[src/rtl/alu_arbiter.sv]
// alu_arbiter: shares one external combinational ALU between two requesters.
// Round-robin grant on the request side and a valid/ready handshake on the
// response side. Operands and result are registered, so the ALU only ever
// sees the captured operands of the current owner.
//
// state | meaning
// ------+---------------------------------------------------------------
// IDLE  | waiting for a request; req_ready shows the one-hot grant
// EXEC  | ALU evaluating the latched operands (exactly one cycle)
// RESP  | result held on rsp_y, rsp_valid[owner] high until consumed
module alu_arbiter #(
  parameter int W  = 4,
  parameter int SW = 3,
  parameter int CW = 8
) (
  input  logic            clk,
  input  logic            reset,
  input  logic [1:0]      req_valid,
  output logic [1:0]      req_ready,
  input  logic [2*W-1:0]  req_a,
  input  logic [2*W-1:0]  req_b,
  input  logic [2*SW-1:0] req_sel,
  output logic [1:0]      rsp_valid,
  input  logic [1:0]      rsp_ready,
  output logic [W-1:0]    rsp_y,
  output logic [W-1:0]    alu_a,
  output logic [W-1:0]    alu_b,
  output logic [SW-1:0]   alu_sel,
  input  logic [W-1:0]    alu_y,
  output logic            busy,
  output logic [CW-1:0]   op_count
);

  typedef enum logic [1:0] {
    IDLE = 2'd0,
    EXEC = 2'd1,
    RESP = 2'd2
  } state_t;

  state_t          state;
  state_t          state_nxt;
  logic            ptr;
  logic            owner;
  logic            grant_vld;
  logic            grant_idx;
  logic            done;
  logic [W-1:0]    op_a;
  logic [W-1:0]    op_b;
  logic [SW-1:0]   op_sel;
  logic [W-1:0]    result;
  logic [CW-1:0]   cnt;

  // Round-robin pick: pointer requester first, the other one as fallback.
  always_comb begin
    grant_vld = 1'b0;
    grant_idx = ptr;
    if (req_valid[ptr]) begin
      grant_vld = 1'b1;
      grant_idx = ptr;
    end else if (req_valid[~ptr]) begin
      grant_vld = 1'b1;
      grant_idx = ~ptr;
    end
  end

  // State register.
  always_ff @(posedge clk or posedge reset) begin
    if (reset) state <= IDLE;
    else       state <= state_nxt;
  end

  // Next-state and handshake outputs.
  always_comb begin
    state_nxt = state;
    req_ready = 2'b00;
    rsp_valid = 2'b00;
    done      = 1'b0;
    case (state)
      IDLE: begin
        if (grant_vld) begin
          req_ready[grant_idx] = 1'b1;
          state_nxt            = EXEC;
        end
      end
      EXEC: state_nxt = RESP;
      RESP: begin
        rsp_valid[owner] = 1'b1;
        if (rsp_ready[owner]) begin
          done      = 1'b1;
          state_nxt = IDLE;
        end
      end
      default: state_nxt = IDLE;
    endcase
  end

  // Operand capture at accept, result capture after EXEC, pointer and
  // completion count updated when the owner consumes its result.
  always_ff @(posedge clk or posedge reset) begin
    if (reset) begin
      op_a   <= '0;
      op_b   <= '0;
      op_sel <= '0;
      owner  <= 1'b0;
      result <= '0;
      ptr    <= 1'b0;
      cnt    <= '0;
    end else begin
      if (state == IDLE && grant_vld) begin
        op_a   <= grant_idx ? req_a[2*W-1:W]    : req_a[W-1:0];
        op_b   <= grant_idx ? req_b[2*W-1:W]    : req_b[W-1:0];
        op_sel <= grant_idx ? req_sel[2*SW-1:SW] : req_sel[SW-1:0];
        owner  <= grant_idx;
      end
      if (state == EXEC) result <= alu_y;
      if (done) begin
        ptr <= ~owner;
        cnt <= cnt + CW'(1);
      end
    end
  end

  assign alu_a    = op_a;
  assign alu_b    = op_b;
  assign alu_sel  = op_sel;
  assign rsp_y    = result;
  assign busy     = (state != IDLE);
  assign op_count = cnt;

endmodule

[config.mk]
export PLATFORM = sky130hd
export DESIGN_NAME = alu_arbiter
export DESIGN_NICKNAME = d
export VERILOG_FILES = /design/src/rtl/alu_arbiter.sv
export SDC_FILE = /design/constraint.sdc
export NUM_CORES = 1
export LEC_CHECK = 0
export CORE_UTILIZATION = 35
export DETAILED_ROUTE_END_ITERATION = 10
export PLACE_DENSITY = 0.72
export SLEW_MARGIN = 25
export SYNTH_ARGS = -nofsm -noshare
export SYNTH_HDL_FRONTEND = slang
export SYNTH_SLANG_ARGS = --single-unit
[constraint.sdc]
create_clock -name clk -period 1.3 [get_ports clk]
set_input_delay 0.325 -clock clk [delete_from_list [all_inputs] [get_ports clk]]
set_output_delay 0.325 -clock clk [all_outputs]
set_load 0.02 [all_outputs]
## Yosys cells after proc, flatten, opt, wreduce, memory -nomap -nowiden

Cells that the tools add are included.

- ROM bits: 0
- Bits of input ports: 32
- Register bits: 27
- Output and inout port bits: 28
- Bits in latches: 0
- Logic and storage cells: 52
- Memory bits (writable): 0
- Memories: 0

- Shift-type cells: 0
- Equality and inequality tests: 4
- Div/mod/pow operators: 0
- $lt $le $gt $ge: 6
- Mux-type cells: 25
- Reductions and logical operators: 6
- Bitwise logic cells: 2
- $add $sub $neg: 1
- Multiply operators: 0

Operators with widths:

| operator | count |
|---|---|
| $mux 1 | 14 |
| $mux 2 | 5 |
| $add 8x1->8 const B | 1 |
| $lt 1x2->1 const B | 4 |
| $mux 4 | 2 |
| $pmux 2 s3 | 1 |
| $ne 2x2->1 const B | 2 |
| $logic_and 1x1->1 | 3 |
| $mux 3 | 1 |
| $demux 1 s1 | 2 |
| $eq 2x1->1 const B | 1 |
| $eq 2x2->1 const B | 1 |
| $ge 1x1->1 const B | 2 |
| $logic_not 2->1 | 1 |
| $not 1->1 | 2 |
| $reduce_and 2->1 | 1 |
| $reduce_bool 2->1 | 1 |

## Logic depth before layout (Yosys ltp)

- Depth in word-level cells: 11
- Gate-level depth with buffers: 5
- Mapped depth without buffers: 4

## Worst setup path before layout

Ideal clock, no wire load.

- Kind: flip-flop to output port
- Start point: reg state[1]
- End point: out req_ready[0]
- Stages on the path, launching flop included: 5
- Path slack: -0.611 ns
- Arrival: 1.586 ns
- Path through: dfrtp_1 -> nor2_1 -> inv_1 -> clkbuf_1 -> a211oi_1

- Cells in the longest elaborated chain, start to end: 2

Ends and longest elaborated chain:

| item | RTL line | RTL |
|---|---|---|
| from (decl) | 40 | `state_t state;` |
| from (signal assigned) | 69 | `else state <= state_nxt;` |
| $logic_not 2->1 | 78 | `case (state)` |
| $mux 2 | 78 |  |
| to (decl) | 19 | `output logic [1:0] req_ready,` |

No other way between the ends.

## Worst setup path after layout

Same ends and word-level chain as after synthesis.

==> parameters.txt <==
Parameter                              Value

Yosys
  Distinct cell type count of the synthesized netlist ... 23
  Register bit total from synthesis ... 27
  Sequential share of the synthesized area ... 50.6%
  Net Count, Synth ... 161
  Cell area after synthesis ... ~0.0013 mm^2
  Syn avg cell area ... roughly 10 um^2
  Count of warnings emitted by yosys ... 0
  Predominant post-synthesis flop cell ... sky130_fd_sc_hd__dfrtp_1
  Synth async-reset ratio ... 100%
  Post-synthesis cell count ... approximately 130
  Number of enable-type register cells in the synthesized netlist ... 0

Routing
  Routed wirelength normalized by instance count ... 16.3 um
  Total detailed-routing wirelength ... approximately 4300 um
  Via-to-Cell Ratio ... 5.45
  Final routed DRC violation total ... 0
  Remaining number of nets flagged by the antenna check after routing ... 0
  Via count of the routed design ... around 1.4k
  Number of detailed-route iterations in the first pass ... 4
  Number of DRC markers in iteration 0 ... 56

Floorplanning
  Core region area ... around 0.0037 mm^2
  Die extent in x ... 63.8 um
  Row cnt ... 22
  Number of primary I/O pins ... 60
  Effective utilization at floorplan ... 36.5%
  Die ar. ... ~0.004 mm^2
  Height of the die ... ~64 um

Clocking
  Hold-fix buffer count after cts ... 0
  CTS Sinks ... 27
  Clk Latency, worst-skew pair ... 0.27 ns
  Root buffer cell ... sky130_fd_sc_hd__clkbuf_8
  # H-tree levels ... 1
  Clock-pin slew on the worst setup and hold paths ... 0.10 ns
  CTS tree ... done
  Maximum buffer depth of the clock tree ... 2
  Inserted Clock Buffers ... 3

Setup path
  Logic depth of the worst setup path including buffers ... 5
  Kind of end point of the critical path ... output port
  Crit path to ... req_ready[0]
  Bufs and invs on worst path ... 3
  Critical Path AT ... roughly 1.3 ns
  Cell-by-cell listing of the critical path ... buf_6 -> nor2_4 -> inv_4 -> a211oi_4 -> buf_6
  Worst setup path start ... state[1]
  Type of element launching the critical path ... flop
  Gate family responsible for the most delay along the worst path ... flip-flops
  Worst reg2reg path endpoint ... op_count[7]
  Most frequent cell on the critical path ... sky130_fd_sc_hd__buf_6
  Slack of the worst reg-to-reg path ... -0.30 ns
  Reg-to-Reg Start ... state[1]
  Data required, critical path ... about 1 ns
  Worst reg-to-reg path cell count ... 6
  Type of the worst setup path ... reg -> out
  Slowest cell delay on critical path ... ~0.4 ns
  CP max-delay cell ... sky130_fd_sc_hd__dfrtp_1
  Maximum fanout along the worst path ... 5

Cells and area
  Count of antenna diodes in the layout ... 0
  P&R area growth vs syn ... 80.5%
  Nets@finish ... approximately 250
  Post-route insts no fill ... between 200 and 300
  Fraction of layout instances using a drive strength above 1 ... a little under half

STA
  Final Slew Violations ... 0
  RSZ-0062 raised after global routing ... true
  Post-route minimum period ... about 1.7 ns
  Setup slack after layout ... -0.351 ns
  Final count of negative-setup-slack endpoints ... 20
  Worst Clk Skew ... ~0.00094 ns
  Max-slew headroom at the worst pin ... ~74%
  Final TNS setup ... -2.95 ns
  Fmax ... between 0.6 and 0.7 GHz
  Number of hold violations in the final report ... 0
  Final worst-path cycle share ... 127%
  Transition at the pin with the smallest max-transition slack ... around 0.38 ns

Power
  Maximum vdd ir drop ... between 0.0009 and 0.001 V
  Total chip power ... ~5.6 mW
  Leakage power summed over all cells ... about 1.1 nW
  Total power density per cell area ... between 2000 and 2500 mW/mm^2

Run status
  Violated checks ... negative setup slack
  Status ... finished with violations

Job
  Number of violations of the max-capacitance limit ... 0

Place
  HPWL Detailed ... roughly 2800 um
  Port Buffer Count ... 59
  Count of placed standard cells including taps ... 250
  GPL Wtd Cong ... 0.757

Global route
  Wire length of the first global-routing pass ... approximately 6700 um
  Antenna violations before repair ... 0
  Total routing usage reported by global routing ... a little over a fifth
  Maximum number of pins on one net before global-route repair ... 28
  Vias in the first global route ... roughly 1.5k
  Overflow left after global routing ... 0

Hold path
  Class of the most critical hold timing path ... in -> async
layout by cell type (no fill, tap or decap), types with 2 or more instances in the layout:
cell,netlist,layout
sky130_fd_sc_hd__mux2_4,0,2
sky130_fd_sc_hd__nand2b_1,3,2
sky130_fd_sc_hd__dfrtp_1,27,26
sky130_fd_sc_hd__nor4_4,0,2
sky130_fd_sc_hd__nor2_1,5,2
sky130_fd_sc_hd__inv_1,5,3
sky130_fd_sc_hd__buf_4,0,27
sky130_fd_sc_hd__nor2_4,0,2
sky130_fd_sc_hd__clkbuf_8,0,3
sky130_fd_sc_hd__nor3_4,0,2
sky130_fd_sc_hd__mux2_2,6,4
sky130_fd_sc_hd__dlygate4sd2_1,0,2
sky130_fd_sc_hd__xor2_1,6,5
sky130_fd_sc_hd__nand2_1,4,4
sky130_fd_sc_hd__buf_6,0,11
sky130_fd_sc_hd__clkdlybuf4s50_1,0,29
sky130_fd_sc_hd__clkbuf_2,0,22
sky130_fd_sc_hd__o2111ai_1,22,22
sky130_fd_sc_hd__o21ai_1,0,2
sky130_fd_sc_hd__o21ai_2,0,10
sky130_fd_sc_hd__nand3_1,12,11
sky130_fd_sc_hd__a211oi_4,0,2
metrics by stage:
| step | util, % | cell area, um^2 | setup WS [ns] | hold WS, ns |
|---|---|---|---|---|
| after floorplan | - | 1370 | -0.0818 | 0.378 |
| after global placement | 59.3 | 2170 | -0.820 | 0.487 |
| final | 65.8 | 2410 | -0.351 | 0.388 |
| after CTS | 63.5 | 2320 | -0.337 | 0.404 |
| after global routing | 65.8 | 2410 | -0.411 | 0.419 |
| after detailed placement | 59.3 | 2170 | -0.836 | 0.495 |
timing repair:
item                       in CTS  in global routing
pin swaps                       8                 11
gates cloned                    0                  1
setup endpoints to repair      48                 52
buffers inserted                7                  5
resized for setup             100                 57
routing by layer:
layer	global-route usage (%)	part of all wire, %
met5	0	0
met4	5.40	3.2
met3	3.93	6.9
met2	39.9	52
met1	24.4	38
how the worst min path moves through the flow:
stage | end | cells after the start
2_1_floorplan | alu_a[0] | 1
3_3_place_gp | alu_sel[2] | 2
3_5_place_dp | rsp_y[1] | 1
4_1_cts | op_count[5] | 3
5_1_grt | rsp_y[3] | 3
6_report | rsp_y[3] | 3
cell type report:
cell class,count,area [um^2]
clock inverters,1,7.51
fillers,290,1250
repair buffers,95,815
well taps,48,60.1
multi-input cells,86,788
flip-flops and latches,27,677
clock buffers,3,41.3
inverters,5,21.3
power breakdown:
group,internal [mW],leakage [nW],switching (mW)
Combinational,1.62,0.711,1.90
Clock,0.217,0.0217,0.269
Sequential,1.25,0.325,0.304
Total,3.08,1.06,2.47
Yosys cell counts (2+ instances only):
library cell | instances | area [um^2]
sky130_fd_sc_hd__dfrtp_1 | 27 | 676
sky130_fd_sc_hd__clkbuf_1 | 8 | 30.0
sky130_fd_sc_hd__o2111ai_1 | 22 | 193
sky130_fd_sc_hd__mux2_2 | 6 | 67.6
sky130_fd_sc_hd__nand3_1 | 12 | 60.1
sky130_fd_sc_hd__xor2_1 | 6 | 52.6
sky130_fd_sc_hd__a211oi_1 | 2 | 15.0
sky130_fd_sc_hd__nor2_1 | 5 | 18.8
sky130_fd_sc_hd__nor4_1 | 2 | 12.5
sky130_fd_sc_hd__o21ai_0 | 13 | 65.1
sky130_fd_sc_hd__inv_1 | 5 | 18.8
sky130_fd_sc_hd__nand2_1 | 4 | 15.0
sky130_fd_sc_hd__buf_2 | 2 | 10.0
sky130_fd_sc_hd__nor3_1 | 3 | 15.0
sky130_fd_sc_hd__nand2b_1 | 3 | 18.8
cells by family after synthesis:
| kind of cell | Yosys count | synth area share (%) |
|---|---|---|
| compound gates | 38 | 21.1 |
| xor+xnor | 7 | 4.59 |
| fa+ha+maj | 1 | 0.937 |
| buf+inv | 15 | 4.41 |
| flops | 27 | 50.6 |
| mux | 7 | 5.81 |
| simple gates | 33 | 12.6 |
sequential cells by signal, summed over array words and instances, names as in the netlist:
name and cells:
op_count 8, alu_a 4, alu_b 4, rsp_y 4, alu_sel 3, state 2, owner 1, ptr 1
tightest hold or removal path: cells and delay by family:
family | cells | cell delay, ns
buf+inv | 3 | 0.69
Note: power is estimated with default switching activity, not from simulation.
